### src/rtl/uart_mmio_ctrl_if.sv
// Bus and UART-side signals of the UART MMIO controller.
// The controller takes the slave view; the CPU/bus side and the UART cores take the master view.
interface uart_mmio_ctrl_if #(
    parameter int DATA_WIDTH = 32
);
    logic [1:0]            Device_sel;
    logic                  Mem_Write_i;
    logic                  Mem_Read_i;
    logic [DATA_WIDTH-1:0] Write_Data_i;
    logic [DATA_WIDTH-1:0] Read_Data_o;
    logic [7:0]            Tx_Data_o;
    logic                  Tx_Start_o;
    logic                  Tx_Busy_i;
    logic [7:0]            Rx_Data_i;
    logic                  Rx_Valid_i;
    logic                  Irq_o;

    modport slave (
        input  Device_sel, Mem_Write_i, Mem_Read_i, Write_Data_i,
        input  Tx_Busy_i, Rx_Data_i, Rx_Valid_i,
        output Read_Data_o, Tx_Data_o, Tx_Start_o, Irq_o
    );

    modport master (
        output Device_sel, Mem_Write_i, Mem_Read_i, Write_Data_i,
        output Tx_Busy_i, Rx_Data_i, Rx_Valid_i,
        input  Read_Data_o, Tx_Data_o, Tx_Start_o, Irq_o
    );
endinterface

### src/rtl/uart_mmio_ctrl.sv
// UART MMIO controller: TX byte FIFO with launch sequencer, RX holding register,
// control/status register and level interrupt.
//
// state   | meaning
// --------+-----------------------------------------------------------
// IDLE    | nothing in flight; leaves as soon as the FIFO holds a byte
// LOAD    | FIFO head copied to Tx_Data_o and popped
// START   | Tx_Start_o high for this single cycle
// WAIT_HI | waiting for the transmitter to report busy (16-cycle timeout)
// WAIT_LO | waiting for the transmitter to finish the byte
module uart_mmio_ctrl #(
    parameter int DATA_WIDTH = 32,
    parameter int FIFO_DEPTH = 4,
    parameter int PTR_W      = 2
) (
    input  logic            clk,
    input  logic            rst,
    uart_mmio_ctrl_if.slave bus
);
    localparam int CNT_W = PTR_W + 1;

    typedef enum logic [2:0] {IDLE, LOAD, START, WAIT_HI, WAIT_LO} state_t;

    state_t             state;
    logic [7:0]         fifo_mem [FIFO_DEPTH];
    logic [PTR_W-1:0]   wr_ptr;
    logic [PTR_W-1:0]   rd_ptr;
    logic [CNT_W-1:0]   count;
    logic [3:0]         timer;
    logic [7:0]         rx_hold;
    logic               rx_valid;
    logic               overrun;
    logic               tx_drop;
    logic               irq_en;

    logic               tx_wr, ctrl_wr, rx_rd;
    logic               fifo_empty, fifo_full;
    logic               push, pop, flush, timeout, busy;
    logic [11:0]        status;
    logic [DATA_WIDTH-1:0] rd_next;

    // Access decode and FIFO/status flags.
    always_comb begin
        tx_wr      = (bus.Device_sel == 2'b01) && bus.Mem_Write_i;
        ctrl_wr    = (bus.Device_sel == 2'b11) && bus.Mem_Write_i;
        rx_rd      = (bus.Device_sel == 2'b10) && bus.Mem_Read_i;
        fifo_empty = (count == '0);
        fifo_full  = (count == CNT_W'(FIFO_DEPTH));
        push       = tx_wr && !fifo_full;
        pop        = (state == LOAD) && !fifo_empty;
        flush      = ctrl_wr && bus.Write_Data_i[0];
        timeout    = (state == WAIT_HI) && !bus.Tx_Busy_i && (timer == 4'd0);
        busy       = (state != IDLE) || !fifo_empty;
        status     = {4'(count), irq_en, tx_drop, overrun, rx_valid,
                      busy, fifo_full, fifo_empty, 1'b0};
    end

    // Read mux; unmapped and TX-data reads return zero.
    always_comb begin
        rd_next = '0;
        case (bus.Device_sel)
            2'b10:   rd_next[7:0]  = rx_hold;
            2'b11:   rd_next[11:0] = status;
            default: rd_next       = '0;
        endcase
    end

    // TX FIFO storage, pointers and occupancy; flush overrides push/pop.
    always_ff @(posedge clk) begin
        if (rst) begin
            wr_ptr <= '0;
            rd_ptr <= '0;
            count  <= '0;
        end else if (flush) begin
            wr_ptr <= '0;
            rd_ptr <= '0;
            count  <= '0;
        end else begin
            if (push) begin
                fifo_mem[wr_ptr] <= bus.Write_Data_i[7:0];
                wr_ptr           <= wr_ptr + PTR_W'(1);
            end
            if (pop) begin
                rd_ptr <= rd_ptr + PTR_W'(1);
            end
            count <= count + CNT_W'(push) - CNT_W'(pop);
        end
    end

    // TX launch sequencer. A flush racing the IDLE->LOAD transition leaves LOAD
    // with an empty FIFO, in which case nothing is launched.
    always_ff @(posedge clk) begin
        if (rst) begin
            state          <= IDLE;
            bus.Tx_Data_o  <= '0;
            bus.Tx_Start_o <= 1'b0;
            timer          <= '0;
        end else begin
            bus.Tx_Start_o <= 1'b0;
            case (state)
                IDLE: begin
                    if (!fifo_empty) state <= LOAD;
                end
                LOAD: begin
                    if (!fifo_empty) begin
                        bus.Tx_Data_o  <= fifo_mem[rd_ptr];
                        bus.Tx_Start_o <= 1'b1;
                        state          <= START;
                    end else begin
                        state <= IDLE;
                    end
                end
                START: begin
                    timer <= 4'd15;
                    state <= WAIT_HI;
                end
                WAIT_HI: begin
                    if (bus.Tx_Busy_i)        state <= WAIT_LO;
                    else if (timer == 4'd0)   state <= IDLE;
                    else                      timer <= timer - 4'd1;
                end
                WAIT_LO: begin
                    if (!bus.Tx_Busy_i) state <= IDLE;
                end
                default: state <= IDLE;
            endcase
        end
    end

    // RX holding register, sticky error flags, irq enable, interrupt and read data.
    // Within a cycle, a new error event wins over a software clear.
    always_ff @(posedge clk) begin
        if (rst) begin
            rx_hold         <= '0;
            rx_valid        <= 1'b0;
            overrun         <= 1'b0;
            tx_drop         <= 1'b0;
            irq_en          <= 1'b0;
            bus.Irq_o       <= 1'b0;
            bus.Read_Data_o <= '0;
        end else begin
            if (ctrl_wr) begin
                irq_en <= bus.Write_Data_i[2];
                if (bus.Write_Data_i[1]) begin
                    overrun <= 1'b0;
                    tx_drop <= 1'b0;
                end
            end
            if ((tx_wr && fifo_full) || timeout) tx_drop <= 1'b1;
            if (bus.Rx_Valid_i) begin
                rx_hold  <= bus.Rx_Data_i;
                rx_valid <= 1'b1;
                if (rx_valid && !rx_rd) overrun <= 1'b1;
            end else if (rx_rd) begin
                rx_valid <= 1'b0;
            end
            bus.Irq_o <= irq_en && (rx_valid || (fifo_empty && state == IDLE));
            if (bus.Mem_Read_i) bus.Read_Data_o <= rd_next;
        end
    end
endmodule

### src/flat_wrapper.sv
// flat-port wrapper written by rule: the top's interface ports become plain ports
module uart_mmio_ctrl_flat 
#(
    parameter int DATA_WIDTH = 32,
    parameter int FIFO_DEPTH = 4,
    parameter int PTR_W      = 2
)
  (clk, rst, bus_Device_sel, bus_Mem_Write_i, bus_Mem_Read_i, bus_Write_Data_i, bus_Tx_Busy_i, bus_Rx_Data_i, bus_Rx_Valid_i, bus_Read_Data_o, bus_Tx_Data_o, bus_Tx_Start_o, bus_Irq_o);
  uart_mmio_ctrl_if #(.DATA_WIDTH(DATA_WIDTH)) bus_i ();
  input  logic clk;
  input  logic rst;
  input wire logic [$bits(bus_i.Device_sel)-1:0] bus_Device_sel;
  input wire logic [$bits(bus_i.Mem_Write_i)-1:0] bus_Mem_Write_i;
  input wire logic [$bits(bus_i.Mem_Read_i)-1:0] bus_Mem_Read_i;
  input wire logic [$bits(bus_i.Write_Data_i)-1:0] bus_Write_Data_i;
  input wire logic [$bits(bus_i.Tx_Busy_i)-1:0] bus_Tx_Busy_i;
  input wire logic [$bits(bus_i.Rx_Data_i)-1:0] bus_Rx_Data_i;
  input wire logic [$bits(bus_i.Rx_Valid_i)-1:0] bus_Rx_Valid_i;
  output wire logic [$bits(bus_i.Read_Data_o)-1:0] bus_Read_Data_o;
  output wire logic [$bits(bus_i.Tx_Data_o)-1:0] bus_Tx_Data_o;
  output wire logic [$bits(bus_i.Tx_Start_o)-1:0] bus_Tx_Start_o;
  output wire logic [$bits(bus_i.Irq_o)-1:0] bus_Irq_o;
  assign bus_i.Device_sel = bus_Device_sel;
  assign bus_i.Mem_Write_i = bus_Mem_Write_i;
  assign bus_i.Mem_Read_i = bus_Mem_Read_i;
  assign bus_i.Write_Data_i = bus_Write_Data_i;
  assign bus_i.Tx_Busy_i = bus_Tx_Busy_i;
  assign bus_i.Rx_Data_i = bus_Rx_Data_i;
  assign bus_i.Rx_Valid_i = bus_Rx_Valid_i;
  assign bus_Read_Data_o = bus_i.Read_Data_o;
  assign bus_Tx_Data_o = bus_i.Tx_Data_o;
  assign bus_Tx_Start_o = bus_i.Tx_Start_o;
  assign bus_Irq_o = bus_i.Irq_o;
  uart_mmio_ctrl #(.DATA_WIDTH(DATA_WIDTH), .FIFO_DEPTH(FIFO_DEPTH), .PTR_W(PTR_W)) u_core (.clk(clk), .rst(rst), .bus(bus_i));
endmodule
### config.mk
export PLATFORM = sky130hd
export DESIGN_NAME = uart_mmio_ctrl_flat
export DESIGN_NICKNAME = d
export VERILOG_FILES = /design/src/rtl/uart_mmio_ctrl_if.sv /design/src/rtl/uart_mmio_ctrl.sv /design/src/flat_wrapper.sv
export SDC_FILE = /design/constraint.sdc
export NUM_CORES = 1
export LEC_CHECK = 0
export ABC_AREA = 1
export CORE_UTILIZATION = 55
export DETAILED_ROUTE_END_ITERATION = 6
export DONT_BUFFER_PORTS = 1
export PLACE_DENSITY = 0.76
export SYNTH_ARGS = -nofsm -noshare
export SYNTH_HDL_FRONTEND = slang
export SYNTH_SLANG_ARGS = --single-unit
### constraint.sdc
create_clock -name clk -period 4.03 [get_ports clk]
set_input_delay 0.806 -clock clk [delete_from_list [all_inputs] [get_ports clk]]
set_output_delay 0.806 -clock clk [all_outputs]
set_load 0.05 [all_outputs]
==> run metrics <==
status=complete, no violations; flop2flop setup slack=1890 ps; Synth area leader=edfxtp_1; crit share post-route=53.1%; slew margin rel.=48.2%; Final #Nets=434; Max Fclk=0.467 GHz; Core Region=0.00596 mm2; final cell count without fillers=459; critical path arrival=2370 ps; worst-skew pair later-pin latency=340 ps; H-tree levels=3; clock skew=10.2 ps; DRC Markers=0; Final GP Congestion=0.842; CTS-repair resized insts=0; I/O Buffers=0; critical path endpoint category=flop; PnR worst setup slack=1890 ps; minimum clock period=2140 ps; Yosys reg bits=79; DP Cell Count=443; worst hold path type=flop to flop; area added between synthesis and finish=3.26%; worst-case clock buffer depth=2; GRT Total Usage=20.0%; first-pass GRT wire length=9610 um; clk slew on worst S/H paths=80 ps; setup violators final=0; setup bufs post-CTS=0; main area contributors after synthesis=edfxtp_1 28%, dfxtp_1 28%, nor2_1 7.3%; ratio of cells with drive above 1 in the final layout=6.77%; Yosys top cell area share=28.1%; fin util=59.2%; required time worst endpoint=4260 ps; worst slew pin tran=775 ps; mapped cell area=0.00342 mm2; I/O pins=90; top cells by count, synth=66 x nor2_1, 47 x dfxtp_1, 45 x o21ai_0; Leak Pwr=0.00141 uW; Async S/R FF share, synth=0%; CTS root buf=clkbuf_8; max_cap viols=0; Seq/Total Area, Yosys=55.7%; TritonCTS clock tree=built; via density per instance=5.21; worst vdd ir=0.245 mV; CTS buffer count=9; vias in the first global route=2011; Clock Sink Count=79; Die Area=0.00653 mm2; initial antenna violation count=0; die span in y=80.8 um; most common cell in the netlist=nor2_1; Ant. Diodes=0; synthesized instance count=379; largest net degree at the start of global routing=27; RSZ-0062 raised after global routing=false; setup tns final=0 ps; Detailed Route Iter0 Violations=137; synth warn=0; hpwl dp=4300 um; final hold vios=0; CP Class=flop to flop; TritonRoute pass-1 iters=4; Detailed Route WL=6180 um; Std-Cell Rows=28; aggregate global routing overflow=0; worst slack at placement=1570 ps; Avg Cell Area, Syn=9.01 um2; main flop type after synthesis=dfxtp_1; per-cell routed wire length=13.5 um; synth unique cells=32; EDFF count, synth=32; die span in x=80.8 um; worst-path fanout max=12; pwr dens=498 mW/mm2; Initial Util=57.4%; Pins Over Slew Limit=0; Worst Setup Start Kind=flop; # hold bufs at CTS=0; total vias in the final route=2391; antenna viol nets, final=0
## logic make-up after synthesis
kind of cell               synth area share (%)
other                                     0.110
AOI/OAI and AO/OA                          12.9
buffers and inverters                      11.6
DFF                                        55.7
and+or+nand+nor                            16.7
adders and majority gates                  2.78
xor gates and xnor gates                  0.256
## worst max-delay path, stage by stage (launching register included)
cell	delay, ps
dfxtp_1	370
inv_1	50
nor2_1	110
nand2_2	90
inv_1	90
nand2_2	170
nor2_1	210
o21bai_1	140
ha_1	150
inv_1	40
fa_1	370
xor2_1	170
inv_1	50
nor2_1	30
## worst paths after layout
path	start	endpoint	depth (start not counted)
setup / recovery	u_core.state[0]$_SDFFE_PP0P_	u_core.count[2]$_SDFF_PP0_	13
hold / removal	u_core.rx_hold[0]$_SDFFE_PP0P_	u_core.bus.Read_Data_o[0]$_SDFFE_PP0P_	2
setup reg to reg	u_core.state[0]$_SDFFE_PP0P_	u_core.count[2]$_SDFF_PP0_	13
hold reg to reg	u_core.rx_hold[0]$_SDFFE_PP0P_	u_core.bus.Read_Data_o[0]$_SDFFE_PP0P_	2
## flip-flops by register name (all words and copies together) (netlist names)
name,count
u_core.overrun,1
u_core.bus.Tx_Data_o,8
u_core.state,3
u_core.bus.Read_Data_o,11
u_core.bus.Irq_o,1
u_core.fifo_mem,32
u_core.tx_drop,1
u_core.rx_valid,1
u_core.wr_ptr,2
u_core.rd_ptr,2
u_core.irq_en,1
u_core.timer,4
u_core.rx_hold,8
u_core.count,3
u_core.bus.Tx_Start_o,1
## layout by cell type, fill, tap and decap left out, types with 6 or more instances in the layout
master / netlist / routed
edfxtp_1: 32 / 32
nand3_1: 14 / 14
o21ai_0: 45 / 45
ha_1: 6 / 6
a31oi_1: 8 / 8
clkbuf_8: 1 / 11
nand2_2: 6 / 6
nand2_1: 41 / 41
o22ai_1: 8 / 8
dfxtp_1: 47 / 47
a21oi_1: 14 / 14
inv_1: 42 / 42
nor2_1: 66 / 66
conb_1: 1 / 21
## area by class of cell
| class | instances | area (um2) |
|---|---|---|
| Multi-Input combinational cell | 244 | 1190 |
| Clock inverter | 1 | 5.00 |
| Sequential cell | 79 | 1900 |
| Fill cell | 494 | 2430 |
| Clock buffer | 15 | 166 |
| Inverter | 45 | 169 |
| Tap cell | 75 | 93.8 |
## layer usage
layer	GRT usage [%]	routed length (um)	vias up
met5	0	0	-
met4	7.86	51	0
met3	5.84	446	4
met2	29.1	2850	74
met1	28.0	2830	1110
li1	-	-	1203
## where the power goes
| group | internal [uW] | switching, uW |
|---|---|---|
| Sequential | 879 | 94.6 |
| Clock | 258 | 258 |
| Combinational | 75.3 | 192 |
| Total | 1210 | 544 |
## through the flow
step | hold WS (ps) | power [uW] | area (um2)
global route | 490 | 1840 | 3530
floorplan | 428 | 1240 | 3490
CTS | 459 | 1770 | 3530
finish | 458 | 1760 | 3530
detailed placement | 449 | 1260 | 3360
global placement | 440 | 1250 | 3360
Power figures use the tool's default switching activity.
